`config.mk`:
```
export PLATFORM = sky130hd
export DESIGN_NAME = ram_port_arbiter
export DESIGN_NICKNAME = d
export VERILOG_FILES = /design/src/rtl/ram_arb_pkg.sv /design/src/rtl/ram_port_arbiter.sv
export SDC_FILE = /design/constraint.sdc
export NUM_CORES = 1
export LEC_CHECK = 0
export CAP_MARGIN = 20
export CORE_MARGIN = 10
export CORE_UTILIZATION = 45
export DETAILED_ROUTE_END_ITERATION = 12
export GPL_TIMING_DRIVEN = 0
export PLACE_DENSITY_LB_ADDON = 0.3
export SLEW_MARGIN = 20
export SYNTH_ARGS = -nofsm -noshare
export SYNTH_HDL_FRONTEND = slang
export SYNTH_SLANG_ARGS = --single-unit
```
`constraint.sdc`:
```
create_clock -name wb_clk_i -period 2.75 [get_ports wb_clk_i]
set_input_delay 0.4125 -clock wb_clk_i [delete_from_list [all_inputs] [get_ports wb_clk_i]]
set_output_delay 0.4125 -clock wb_clk_i [all_outputs]
set_load 0.02 [all_outputs]
```
`src/rtl/ram_arb_pkg.sv`:
```
// Shared types and constants for the RAM port arbiter: FSM states, grant
// tracking, the host payload captured at grant, and host lane timing.
package ram_arb_pkg;

  localparam int unsigned LANES        = 4;
  localparam int unsigned HOST_ACK_LAT = 5;
  localparam int unsigned LANE_CNT_W   = 3;

  typedef enum logic [2:0] {
    ST_IDLE     = 3'd0,
    ST_HOST     = 3'd1,
    ST_HOST_ACK = 3'd2,
    ST_CPU      = 3'd3,
    ST_CPU_ACK  = 3'd4
  } arb_state_e;

  typedef enum logic {
    GRANT_HOST = 1'b0,
    GRANT_CPU  = 1'b1
  } grant_e;

  typedef struct packed {
    logic        we;
    logic [3:0]  sel;
    logic [31:0] dat;
  } host_req_t;

  // Byte lane k of a 32-bit word.
  function automatic logic [7:0] lane_byte(input logic [31:0] dat, input logic [1:0] lane);
    lane_byte = dat[{lane, 3'b000} +: 8];
  endfunction

endpackage

```
`src/rtl/ram_port_arbiter.sv`:
```
// Arbitrates a 32-bit Wishbone host and an 8-bit CPU port onto one byte-wide RAM.
// Define RAM_ARB_HOST_PRIO_EN to give the host strict priority on ties.
module ram_port_arbiter
  import ram_arb_pkg::*;
#(
  parameter int unsigned ADDR_W = 8
) (
  input  logic              wb_clk_i,
  input  logic              i_reset,
  input  logic [31:0]       i_wb_adr,
  input  logic [31:0]       i_wb_dat,
  input  logic [3:0]        i_wb_sel,
  input  logic              i_wb_we,
  input  logic              i_wb_cyc,
  input  logic              i_wb_stb,
  output logic [31:0]       o_wb_dat,
  output logic              o_wb_ack,
  input  logic              i_cpu_req,
  input  logic              i_cpu_we,
  input  logic [ADDR_W-1:0] i_cpu_addr,
  input  logic [7:0]        i_cpu_wdata,
  output logic              o_cpu_ack,
  output logic [7:0]        o_cpu_rdata,
  output logic              o_ram_en,
  output logic              o_ram_we,
  output logic [ADDR_W-1:0] o_ram_addr,
  output logic [7:0]        o_ram_wdata,
  input  logic [7:0]        i_ram_rdata
);

  localparam int unsigned WORD_W = ADDR_W - 2;
  localparam logic [LANE_CNT_W-1:0] LAST_LANE = LANE_CNT_W'(LANES - 1);
  localparam logic [LANE_CNT_W-1:0] DATA_DONE = LANE_CNT_W'(HOST_ACK_LAT - 1);

  arb_state_e            state_q, state_d;
  logic [LANE_CNT_W-1:0] lane_q, lane_d;
  grant_e                grant_q, grant_d;
  host_req_t             hreq_q, hreq_d;
  logic [WORD_W-1:0]     word_q, word_d;
  logic                  cpu_rd_q, cpu_rd_d;

  logic                  ram_en_q, ram_en_d;
  logic                  ram_we_d, ram_we_q;
  logic [ADDR_W-1:0]     ram_addr_q, ram_addr_d;
  logic [7:0]            ram_wdata_q, ram_wdata_d;
  logic                  wb_ack_q, wb_ack_d;
  logic [31:0]           wb_dat_q, wb_dat_d;
  logic                  cpu_ack_q, cpu_ack_d;

  logic                  host_req;
  logic                  pick_cpu;
  logic                  iss;
  logic [1:0]            iss_lane;
  logic [1:0]            cap_lane;
  logic                  unused_adr_bits;

  assign host_req        = i_wb_cyc & i_wb_stb;
  assign cap_lane        = 2'(lane_q - LANE_CNT_W'(1));
  assign unused_adr_bits = ^{i_wb_adr[31:ADDR_W], i_wb_adr[1:0]};

  // Tie-break: strict host priority, or alternate away from the last grantee.
`ifdef RAM_ARB_HOST_PRIO_EN
  assign pick_cpu = i_cpu_req & ~host_req;
`else
  assign pick_cpu = i_cpu_req & (~host_req | (grant_q == GRANT_HOST));
`endif

  // Next-state, lane sequencing and next values of every registered output.
  always_comb begin
    state_d     = state_q;
    lane_d      = lane_q;
    grant_d     = grant_q;
    hreq_d      = hreq_q;
    word_d      = word_q;
    cpu_rd_d    = cpu_rd_q;
    ram_en_d    = 1'b0;
    ram_we_d    = 1'b0;
    ram_addr_d  = ram_addr_q;
    ram_wdata_d = 8'h00;
    wb_ack_d    = 1'b0;
    wb_dat_d    = wb_dat_q;
    cpu_ack_d   = 1'b0;
    iss         = 1'b0;
    iss_lane    = 2'd0;

    unique case (state_q)
      ST_IDLE: begin
        if (host_req || i_cpu_req) begin
          if (pick_cpu) begin
            state_d     = ST_CPU;
            grant_d     = GRANT_CPU;
            cpu_rd_d    = ~i_cpu_we;
            ram_en_d    = 1'b1;
            ram_we_d    = i_cpu_we;
            ram_addr_d  = i_cpu_addr;
            ram_wdata_d = i_cpu_we ? i_cpu_wdata : 8'h00;
          end else begin
            state_d    = ST_HOST;
            grant_d    = GRANT_HOST;
            lane_d     = '0;
            hreq_d.we  = i_wb_we;
            hreq_d.sel = i_wb_sel;
            hreq_d.dat = i_wb_dat;
            word_d     = i_wb_adr[ADDR_W-1:2];
            iss        = 1'b1;
            iss_lane   = 2'd0;
          end
        end
      end
      ST_HOST: begin
        lane_d = lane_q + LANE_CNT_W'(1);
        // Read data for the lane issued last cycle arrives now.
        if ((lane_q != '0) && !hreq_q.we) begin
          wb_dat_d[{cap_lane, 3'b000} +: 8] = i_ram_rdata;
        end
        if (lane_q < LAST_LANE) begin
          iss      = 1'b1;
          iss_lane = 2'(lane_q + LANE_CNT_W'(1));
        end
        if (lane_q == DATA_DONE) begin
          state_d  = ST_HOST_ACK;
          wb_ack_d = 1'b1;
        end
      end
      ST_HOST_ACK: state_d = ST_IDLE;
      ST_CPU: begin
        state_d   = ST_CPU_ACK;
        cpu_ack_d = 1'b1;
      end
      ST_CPU_ACK: state_d = ST_IDLE;
      default:    state_d = ST_IDLE;
    endcase

    // Host lane issue; unselected write lanes stay idle but keep their slot.
    if (iss) begin
      ram_en_d    = ~hreq_d.we | hreq_d.sel[iss_lane];
      ram_we_d    = hreq_d.we & hreq_d.sel[iss_lane];
      ram_addr_d  = {word_d, iss_lane};
      ram_wdata_d = ram_we_d ? lane_byte(hreq_d.dat, iss_lane) : 8'h00;
    end
  end

  always_ff @(posedge wb_clk_i) begin
    if (i_reset) begin
      state_q     <= ST_IDLE;
      lane_q      <= '0;
      grant_q     <= GRANT_HOST;
      hreq_q      <= '0;
      word_q      <= '0;
      cpu_rd_q    <= 1'b0;
      ram_en_q    <= 1'b0;
      ram_we_q    <= 1'b0;
      ram_addr_q  <= '0;
      ram_wdata_q <= 8'h00;
      wb_ack_q    <= 1'b0;
      wb_dat_q    <= 32'h0;
      cpu_ack_q   <= 1'b0;
    end else begin
      state_q     <= state_d;
      lane_q      <= lane_d;
      grant_q     <= grant_d;
      hreq_q      <= hreq_d;
      word_q      <= word_d;
      cpu_rd_q    <= cpu_rd_d;
      ram_en_q    <= ram_en_d;
      ram_we_q    <= ram_we_d;
      ram_addr_q  <= ram_addr_d;
      ram_wdata_q <= ram_wdata_d;
      wb_ack_q    <= wb_ack_d;
      wb_dat_q    <= wb_dat_d;
      cpu_ack_q   <= cpu_ack_d;
    end
  end

  assign o_ram_en    = ram_en_q;
  assign o_ram_we    = ram_we_q;
  assign o_ram_addr  = ram_addr_q;
  assign o_ram_wdata = ram_wdata_q;
  assign o_wb_ack    = wb_ack_q;
  assign o_wb_dat    = wb_dat_q;
  assign o_cpu_ack   = cpu_ack_q;
  // RAM read data lands in the ack cycle itself, so the CPU byte is passed through.
  assign o_cpu_rdata = (cpu_ack_q && cpu_rd_q) ? i_ram_rdata : 8'h00;

endmodule

```
After elaboration in Yosys (flattened, before gate mapping)
Cells that the tools add are included.
Operators by class
  $add $sub $neg: 3
  magnitude comparators: 2
  equal/unequal tests: 6
  shift operators: 3
  mux-type cells: 43
  bitwise operators: 10
  reduce and logical (&&, ||, !) cells: 17
Operator list (count)
  $mux W37: 3
  $mux W8: 11
  $bwmux W32: 1
  $shift A8 B7 Y32 const A: 1
  $shiftx A32 B6 Y8: 1
  $shiftx A8 B7 Y32: 1
  $mux W6: 3
  $mux W1: 14
  $mux W3: 4
  $pmux W3 S3: 1
  $reduce_and A3 Y1: 3
  $reduce_bool A2 Y1: 4
  $neg A5 Y7: 1
  $mux W2: 3
  $ne A2 B2 Y1 const B: 3
  $pmux W3 S2: 1
  $reduce_and A2 Y1: 3
  $not A1 Y1: 5
  $add A3 B1 Y3 const B: 1
  $and A1 B1 Y1: 3
  $eq A3 B1 Y1 const B: 1
  $eq A3 B2 Y1 const B: 1
  $eq A3 B3 Y1 const B: 1
  $logic_not A3 Y1: 1
  11 further kinds: 13
Storage, ports and cells
  flip-flop bits (word level): 103
  bits of input ports: 99
  output and inout bits: 60
  word-level logic and storage cells: 99

Longest topological paths before layout
Gate-level depths: netlist of the first run.
  depth in word-level cells: 12
  gate-level depth with buffers: 8
  mapped depth without buffers: 7

Worst setup path before layout of the first run
OpenSTA, ideal clock, no wires.
  path type: register to register
  from: register lane_q[0]
  to: register ram_wdata_q[1], in the netlist o_ram_wdata[1]
  library setup time: 0.070 ns
  arrival time: 2.215 ns
  required time: 2.680 ns
  path slack: 0.464 ns
  stages on the path, launching flop included: 9
  cells stage by stage: dfxtp_1 clkinv_1 ha_1 a21boi_0 nand2_2 clkbuf_1 a311oi_1 o221ai_1 a21oi_1
Between the ends
  cells in the longest elaborated chain, start to end: 8
  elaborated cells between the ends (all ways): 12
  classes of those cells: add/sub (1); order compare (1); shift (1); mux (8); bitwise (1)
RTL lines
  start: declaration: line ram_port_arbiter.sv:36  | logic [LANE_CNT_W-1:0] lane_q, lane_d;
  start signal: assignment: line ram_port_arbiter.sv:160  | lane_q <= lane_d;
  branches (longest 7 deep; another with $add A3 B1 Y3)
  $mux W8 *: line ram_port_arbiter.sv:135  | if (iss) begin
  end signal: assignment: line ram_port_arbiter.sv:168  | ram_wdata_q <= ram_wdata_d;
  end: declaration: line ram_port_arbiter.sv:45  | logic [7:0] ram_wdata_q, ram_wdata_d;
Every way passes the cells marked *. The select of a mux whose other input is x is not followed.
A chain may end at the register's enable or synchronous reset.

Worst setup path in the final report of the first run
  from: register lane_q[0]
  to: register ram_wdata_q[3], in the netlist o_ram_wdata[3]
The elaborated chain is that of the path after synthesis.

==> qor.csv, run 1 <==
stage,metric,value,unit
power_and_ir_drop,Seq pwr share,0.492,
clock_tree,TritonCTS clock tree,built,
power_and_ir_drop,switching part of the total,0.2830,
placement,input/output buffers,132,
placement,pre-CTS setup slack,-284.3,ps
sta,minimum clock period,2645,ps
logic_synthesis,Syn Nets,657,
layout,Syn-to-layout area delta,38.06,%
logic_synthesis,XOR/XNOR share of the synthesized area,0,
route,Antenna Violating Nets Remaining,0,
sta,max_slew headroom,0.5710,
min_path,HP Class,reg2reg,
logic_synthesis,yosys warns,0,
clock_tree,worst skew pair latency,370,ps
logic_synthesis,register bit total from synthesis,103,
global_routing,vias in the first global route,4868,
logic_synthesis,Adder-Cell Fraction of Synth Area,0.01636,
global_routing,Global Route Usage Sum,0.1973,
power_and_ir_drop,internal power,2301,uW
job,Max-cap violations,0,
clock_tree,CTS Sinks,103,
setup_path,CP max stage cell,dfxtp_1,
sta,max-slew violations,0,
sta,worst setup margin,105.4,ps
layout,ant diodes,0,
route,residual DRC count,0,
setup_path,crit-path max cell delay,510,ps
clock_tree,clk buf depth,2,
placement,gpl congestion,0.8702,
logic_synthesis,Post-Syn Instances,552,
power_and_ir_drop,P_sw,908.3,uW
logic_synthesis,Post-synth EDFFs,0,
logic_synthesis,post-synthesis compound-gate area fraction,0.2173,
floorplan,die area,0.01464,mm2
route,DRT iter0 DRCs,431,
placement,placed cell area,0.006077,mm2
route,vias per inst,5.628,
setup_path,CP Class,reg2reg,
route,Detailed Route WL,14840,um
sta,Tcrit/Tclk final,0.9617,
logic_synthesis,post-synthesis simple-gate area fraction,0.2421,
logic_synthesis,sequential share of the synthesized area,0.4493,
clock_tree,cts bufs inserted,9,
route,drt wl/cell,17.72,um
power_and_ir_drop,leakage power,0.002199,uW
clock_tree,Post-CTS Hold Fix Bufs,0,
global_routing,initial antenna violation count,0,
logic_synthesis,Netlist cell types,49,
floorplan,Initial Utilization,0.4652,
layout,share of cells above drive strength 1,0.08807,
setup_path,CP Launch Type,register,
sta,Peak Freq,0.3781,GHz
power_and_ir_drop,Comb power frac,0.196,
sta,Slew @ Worst Pin,640.0,ps
power_and_ir_drop,total power draw,3210,uW
sta,"Setup violations, final",0,
setup_path,CP arrival,2940,ps
setup_path,worst-path cell chain,inv_4 -> ha_2 -> a21boi_1 -> nand2_2 -> buf_2 -> a311oi_1 -> o221ai_1 -> a21oi_1,
logic_synthesis,post-synthesis mux area share,0.03190,
global_routing,largest net degree at the start of global routing,18,
global_routing,gr ovfl total,0,
floorplan,IO Pins,159,
sta,Final Hold Fails,0,
floorplan,core area,0.009864,mm2
clock_tree,htree depth,3,
setup_path,Crit. End Element,register,
layout,"most common cell after layout, fill and taps aside",clkdlybuf4s50_1,
floorplan,die height,121.0,um
setup_path,Crit path required time,3040,ps
layout,most frequent cells in the layout,"clkdlybuf4s50_1, nand2_1, dfxtp_1, a21oi_1, clkbuf_1",
placement,dpl cells,817,
power_and_ir_drop,peak supply drop,0.3654,mV
setup_path,reg-to-reg setup timing slack,110,ps
sta,clk_skew,10.76,ps
logic_synthesis,syn_area_per_cell,8.314,um2
placement,detailed placement HPWL,11520,um
route,Detailed Routing Iterations Pass 1,5,
setup_path,peak fanout along the critical path,10,
clock_tree,Clock Tree Root,clkbuf_8,
power_and_ir_drop,P per Cell Area,506.6,mW/mm2
power_and_ir_drop,clock power share,0.313,
logic_synthesis,Synth Flop Type,dfxtp_1,
status,status,completed,
layout,number of fill cells in the layout,878,
sta,unrepaired setup endpoints after global routing,no,
route,DR vias,4711,
floorplan,row cnt,36,
global_routing,global-route wire length before repair,23730,um
layout,non-filler instance count after layout,837,
logic_synthesis,largest family of logic cells by synthesized area,simple AND/OR/NAND/NOR gates,
layout,nets,804,
clock_tree,"Reg clk slew, reported paths",100,ps
layout,Final Cell Area,0.006336,mm2
floorplan,die width,121.0,um
logic_synthesis,Async SR Flop Fraction,0,
logic_synthesis,Post-Syn Area,0.004589,mm2
-- registers in the layout, indices dropped and copies added (netlist names) --
register,flops
o_ram_addr,8
o_ram_wdata,8
o_cpu_ack,1
hreq_q,37
o_ram_en,1
o_wb_dat,32
cpu_rd_q,1
o_ram_we,1
lane_q,3
grant_q,1
word_q,6
state_q,3
o_wb_ack,1
-- metrics by stage --
| stage | util | setup TNS, ps | hold WS, ps |
|---|---|---|---|
| floorplan | - | 0 | 431.1 |
| global placement | 0.6161 | -721.7 | 440.3 |
| detailed placement | 0.6161 | -1289 | 443.4 |
| CTS | 0.6384 | 0 | 456.4 |
| global route | 0.6423 | 0 | 479.5 |
| finish | 0.6423 | 0 | 458.9 |
-- synthesized netlist by cell type, drive strengths merged, types with 2 or more instances --
master,n,share of area
nand2,111,0.093
dfxtp,103,0.45
a21oi,93,0.10
clkbuf,30,0.025
or3,25,0.034
nor2,19,0.016
nand3,14,0.015
nor3,14,0.020
buf,13,0.016
nand4,12,0.016
o31ai,12,0.020
and3,10,0.014
nand2b,10,0.014
mux2i,9,0.020
a31oi,7,0.012
a211o,6,0.011
ha,6,0.016
o211ai,6,0.0098
o21ai,6,0.0074
a311oi,5,0.0095
mux2,5,0.012
o221ai,5,0.0095
and2,4,0.0055
a2111oi,3,0.0098
a211oi,2,0.0033
a21o,2,0.0033
a221oi,2,0.0038
inv,2,0.0016
nor2b,2,0.0027
or2,2,0.0027
-- cells by family after synthesis --
logic type | Yosys count
and+or+nand+nor | 226
AOI/OAI and AO/OA | 157
DFF | 103
buffers and inverters | 46
muxes | 14
adders and majority gates | 6
-- metal layers --
| metal | wire length [um] | GRT usage | vias to the layer above |
|---|---|---|---|
| met4 | 292 | 0.05581 | 0 |
| met1 | 5980 | 0.2243 | 2192 |
| met5 | 0 | 0 | - |
| met2 | 7201 | 0.3456 | 214 |
| li1 | - | - | 2274 |
| met3 | 1361 | 0.06282 | 31 |
-- layout make-up --
type | count | area, um2 | area share
Inverter | 3 | 13.76 | 0.002172
Clock inverter | 5 | 63.81 | 0.01007
Timing Repair Buffer | 136 | 1351 | 0.2133
Sequential cell | 103 | 2063 | 0.3256
Multi-Input combinational cell | 403 | 2338 | 0.3691
Tap cell | 133 | 166.4 | 0.02626
Buffer | 43 | 187.7 | 0.02962
Clock buffer | 11 | 151.4 | 0.02389
-- path summary, 6_finish.rpt --
check                    start  cells past startpoint             end
setup / recovery     lane_q[0]                      8  o_ram_wdata[3]
hold / removal    o_wb_dat[23]                      2    o_wb_dat[23]
hold reg to reg   o_wb_dat[23]                      2    o_wb_dat[23]
setup reg to reg     lane_q[0]                      8  o_ram_wdata[3]
-- power groups by stage --
stage | Clock (uW) | Sequential [uW] | Combinational [uW]
after floorplan | 0 | 1630 | 317
after CTS | 1010 | 1580 | 613
after detailed placement | 0 | 1610 | 608
final | 1000 | 1580 | 629
after global placement | 0 | 1610 | 593
after global routing | 1080 | 1580 | 680
-- timing repair --
action | in CTS | in global routing
pin swaps | 0 | 0
setup buffers | 0 | 4
resized for setup | 4 | 4
endpoints found under the setup margin | 8 | 7
-- worst max-delay path: cells and delay by family (launching register included) --
family / cells / cell delay (ps)
AO/OA/AOI/OAI: 4 / 1040
flip-flops: 1 / 510
adder cells (fa/ha/maj): 1 / 410
buffers and inverters: 2 / 380
AND/OR/NAND/NOR: 1 / 210
No activity file was read; power rests on OpenSTA's default activity.
==> run 2, diff against run 1 <==
PLACE_DENSITY = 0.8   (was unset)
PLACE_DENSITY_LB_ADDON = unset   (was 0.3)
==> qor.csv, run 2 (synthesized netlist as in run 1, its figures left out) <==
stage,metric,value,unit
status,status,completed,
route,Detailed Route WL,14810,um
setup_path,CP Class,reg2reg,
floorplan,IO Pins,159,
layout,Final Cell Area,0.006296,mm2
layout,most frequent cells in the layout,"clkdlybuf4s50_1, nand2_1, dfxtp_1, a21oi_1, clkbuf_1",
clock_tree,CTS Sinks,103,
sta,max-slew violations,0,
sta,Tcrit/Tclk final,0.9400,
global_routing,initial antenna violation count,0,
global_routing,gr ovfl total,0,
route,vias per inst,5.550,
global_routing,largest net degree at the start of global routing,17,
placement,pre-CTS setup slack,-273.0,ps
floorplan,row cnt,36,
sta,Peak Freq,0.3868,GHz
clock_tree,"Reg clk slew, reported paths",100,ps
route,drt wl/cell,17.73,um
route,Detailed Routing Iterations Pass 1,5,
clock_tree,Clock Tree Root,clkbuf_8,
sta,worst setup margin,164.9,ps
placement,placed cell area,0.006077,mm2
sta,Slew @ Worst Pin,629.3,ps
setup_path,Crit. End Element,register,
sta,Final Hold Fails,0,
route,DRT iter0 DRCs,378,
layout,max reg flops,37,
job,Max-cap violations,0,
clock_tree,clk buf depth,2,
global_routing,vias in the first global route,4556,
global_routing,Global Route Usage Sum,0.1943,
layout,"most common cell after layout, fill and taps aside",clkdlybuf4s50_1,
layout,nets,803,
layout,register with the most flip-flops,hreq_q,
clock_tree,TritonCTS clock tree,built,
layout,Syn-to-layout area delta,37.19,%
sta,max_slew headroom,0.5805,
placement,detailed placement HPWL,11500,um
sta,clk_skew,10.16,ps
floorplan,Initial Utilization,0.4652,
placement,gpl congestion,0.8931,
clock_tree,htree depth,3,
min_path,HP Class,reg2reg,
setup_path,CP Launch Type,register,
global_routing,global-route wire length before repair,23250,um
clock_tree,worst skew pair latency,370,ps
setup_path,peak fanout along the critical path,10,
route,residual DRC count,0,
floorplan,die width,121.0,um
power_and_ir_drop,leakage power,0.002180,uW
setup_path,Crit path required time,3050,ps
layout,ant diodes,0,
route,Antenna Violating Nets Remaining,0,
floorplan,die area,0.01464,mm2
power_and_ir_drop,peak supply drop,0.2526,mV
layout,share of cells above drive strength 1,0.08405,
sta,"Setup violations, final",0,
floorplan,die height,121.0,um
sta,unrepaired setup endpoints after global routing,no,
floorplan,core area,0.009864,mm2
placement,input/output buffers,132,
sta,minimum clock period,2585,ps
power_and_ir_drop,P per Cell Area,498.0,mW/mm2
route,DR vias,4634,
clock_tree,cts bufs inserted,9,
setup_path,CP arrival,2880,ps
[run 2: cell types whose count changed in the layout (fill, tap and decap cells not counted)]
cell,before,now
bufinv_16,1,0
inv_4,1,0
clkinv_2,0,1
clkinv_4,2,0
clkbuf_8,11,12
inv_6,1,2
buf_4,5,4
a311oi_2,1,0
a311oi_1,4,5
[run 2: power by group]
| group | leakage (uW) | internal (uW) | switching (uW) |
|---|---|---|---|
| sequential | 0.000836 | 1540 | 32.5 |
| clock | 0.0000955 | 406 | 529 |
| combinational | 0.00125 | 277 | 347 |
[run 2: critical path, stage by stage, from the launching register on]
cell      delay, ps
dfxtp_1         490
inv_1           160
ha_2            420
a21boi_1        270
nand2_2         200
buf_2           250
a311oi_1        350
o221ai_1        210
a21oi_1         170
[run 2: metal layers]
metal	vias to the layer above	global-route usage	wire [um]
met2	162	0.3350	7191
met3	20	0.04933	1069
met4	0	0.06561	272
li1	2268	-	-
met5	-	0	0
met1	2184	0.2289	6273
[run 2: path summary, 6_finish.rpt]
check	startpoint	to	slack [ps]	depth (start not counted)
worst max-delay path	lane_q[1]	o_ram_wdata[3]	160	8
worst max register to register	lane_q[1]	o_ram_wdata[3]	160	8
worst min-delay path	o_wb_dat[11]	o_wb_dat[11]	450	2
worst min register to register	o_wb_dat[11]	o_wb_dat[11]	450	2
[run 2: timing repair]
item | 4_1_cts | 5_1_grt
cloned | 0 | 0
setup endpoints to repair | 8 | 8
buffers inserted | 0 | 3
resized for setup | 3 | 3
hold buffers | 0 | 0
pin swaps | 0 | 0
[run 2: layout make-up]
cell class / count / area (um2)
inverter: 3 / 12.51
buffer: 43 / 187.7
sequential: 103 / 2063
clock buffer: 12 / 165.2
clock inverter: 3 / 25.02
multi-input combinational: 403 / 2332
timing repair buffer: 135 / 1344
tap: 133 / 166.4
fill: 863 / 3568
[run 2: stage by stage]
step | total power, uW | TNS (ps) | cells | utilization | hold WS, ps
final | 3136 | 0 | 835 | 0.6383 | 454.2
after global routing | 3255 | 0 | 835 | 0.6383 | 475.5
after CTS | 3130 | 0 | 832 | 0.6356 | 456.4
after detailed placement | 2220 | -1216 | 817 | 0.6161 | 444.3
after global placement | 2210 | -922.0 | 817 | 0.6161 | 438.5
after floorplan | 1949 | 0 | 552 | - | 431.1
==> run 3, diff against run 2 <==
CORE_MARGIN = 3   (was 10)
CORE_UTILIZATION = 49   (was 45)
PLACE_DENSITY = 0.86   (was 0.8)
clock period = 3 ns   (was 2.75 ns; I/O delays follow)
==> qor.csv, run 3 (synthesized netlist as in run 1, its figures left out) <==
stage,metric,value,unit
status,status,completed,
clock_tree,"Reg clk slew, reported paths",110,ps
floorplan,IO Pins,159,
floorplan,row cnt,34,
setup_path,CP Launch Type,register,
route,residual DRC count,0,
min_path,HP Class,reg2reg,
placement,detailed placement HPWL,10320,um
sta,Final Hold Fails,0,
clock_tree,TritonCTS clock tree,built,
sta,max_slew headroom,0.5588,
global_routing,gr ovfl total,0,
sta,clk_skew,11.31,ps
floorplan,die height,102.8,um
floorplan,core area,0.008891,mm2
route,Detailed Routing Iterations Pass 1,4,
floorplan,die area,0.01056,mm2
route,DRT iter0 DRCs,311,
layout,Syn-to-layout area delta,36.45,%
placement,gpl congestion,0.9196,
layout,nets,803,
layout,max reg flops,37,
route,drt wl/cell,16.86,um
route,Antenna Violating Nets Remaining,0,
floorplan,die width,102.8,um
setup_path,Crit. End Element,register,
global_routing,vias in the first global route,4468,
clock_tree,Clock Tree Root,clkbuf_8,
setup_path,peak fanout along the critical path,10,
sta,Slew @ Worst Pin,659.0,ps
layout,"most common cell after layout, fill and taps aside",clkdlybuf4s50_1,
setup_path,Crit path required time,3310,ps
placement,input/output buffers,132,
clock_tree,cts bufs inserted,9,
clock_tree,CTS Sinks,103,
global_routing,initial antenna violation count,0,
sta,unrepaired setup endpoints after global routing,no,
route,DR vias,4713,
route,Detailed Route WL,13670,um
layout,share of cells above drive strength 1,0.08250,
floorplan,Initial Utilization,0.5162,
global_routing,Global Route Usage Sum,0.2584,
placement,pre-CTS setup slack,49.95,ps
clock_tree,htree depth,3,
clock_tree,clk buf depth,2,
sta,minimum clock period,2670,ps
power_and_ir_drop,leakage power,0.002180,uW
job,Max-cap violations,0,
layout,most frequent cells in the layout,"clkdlybuf4s50_1, nand2_1, dfxtp_1, a21oi_1, clkbuf_1",
route,vias per inst,5.811,
power_and_ir_drop,P per Cell Area,456.8,mW/mm2
clock_tree,worst skew pair latency,370,ps
sta,worst setup margin,329.8,ps
sta,Setup TNS,0,ps
power_and_ir_drop,peak supply drop,0.2686,mV
global_routing,largest net degree at the start of global routing,20,
global_routing,global-route wire length before repair,21470,um
sta,max-slew violations,0,
sta,Peak Freq,0.3745,GHz
layout,register with the most flip-flops,hreq_q,
layout,ant diodes,0,
setup_path,CP Class,reg2reg,
sta,"Setup violations, final",0,
sta,Tcrit/Tclk final,0.8901,
setup_path,CP arrival,2980,ps
[run 3: through the flow]
stage / power [uW] / instance area [um2] / hold WS [ps] / utilization / instances
4_1_cts: 2842 / 6235 / 462.2 / 0.7012 / 808
3_5_place_dp: 2025 / 6046 / 446.9 / 0.6800 / 792
2_1_floorplan: 1786 / 4589 / 431.1 / - / 552
3_3_place_gp: 2014 / 6046 / 439.4 / 0.6800 / 792
5_1_grt: 2965 / 6262 / 482.6 / 0.7043 / 811
6_report: 2861 / 6262 / 458.9 / 0.7043 / 811
[run 3: area by class of cell]
cell class / instances / area [um2]
fillers: 711 / 2629
multi-input cells: 403 / 2330
flip-flops and latches: 103 / 2062
repair buffers: 135 / 1344
plain buffers: 43 / 187.7
well taps: 108 / 135.1
clock buffers: 9 / 123.9
clock inverters: 7 / 65.06
inverters: 3 / 15.01
[run 3: what timing repair did]
| item | in CTS | in global routing |
|---|---|---|
| setup endpoints to repair | 0 | 8 |
| hold buffers | 0 | 0 |
| buffers inserted | 0 | 3 |
| gates resized for setup | 0 | 4 |
[run 3: where the power goes]
group / total (uW) / switching (uW) / internal [uW]
combinational: 567 / 314 / 252
clock: 848 / 528 / 320
sequential: 1450 / 30.6 / 1420
total: 2860 / 873 / 1990
[run 3: worst paths after layout]
path               endpoint  startpoint  depth (start not counted)  slack [ps]
max          o_ram_wdata[0]   lane_q[0]                          8         330
min              hreq_q[29]  hreq_q[29]                          2         460
max reg2reg  o_ram_wdata[0]   lane_q[0]                          8         330
min reg2reg      hreq_q[29]  hreq_q[29]                          2         460
[run 3: worst max-delay path: stages (launching register included)]
cell        delay (ps)
dfxtp_1            500
clkinvlp_4         190
ha_1               420
a21boi_1           290
nand2_2            200
clkbuf_2           290
a31oi_1            320
o221ai_1           220
a21oi_1            170
[run 3: routing by layer]
metal / vias to the layer above / wire (um) / part of all wire / global-route usage
met5: - / 0 / 0 / 0
met2: 217 / 6492 / 0.47 / 0.4364
li1: 2269 / - / - / -
met3: 38 / 1123 / 0.082 / 0.05683
met1: 2189 / 5567 / 0.41 / 0.3216
met4: 0 / 489 / 0.036 / 0.1026
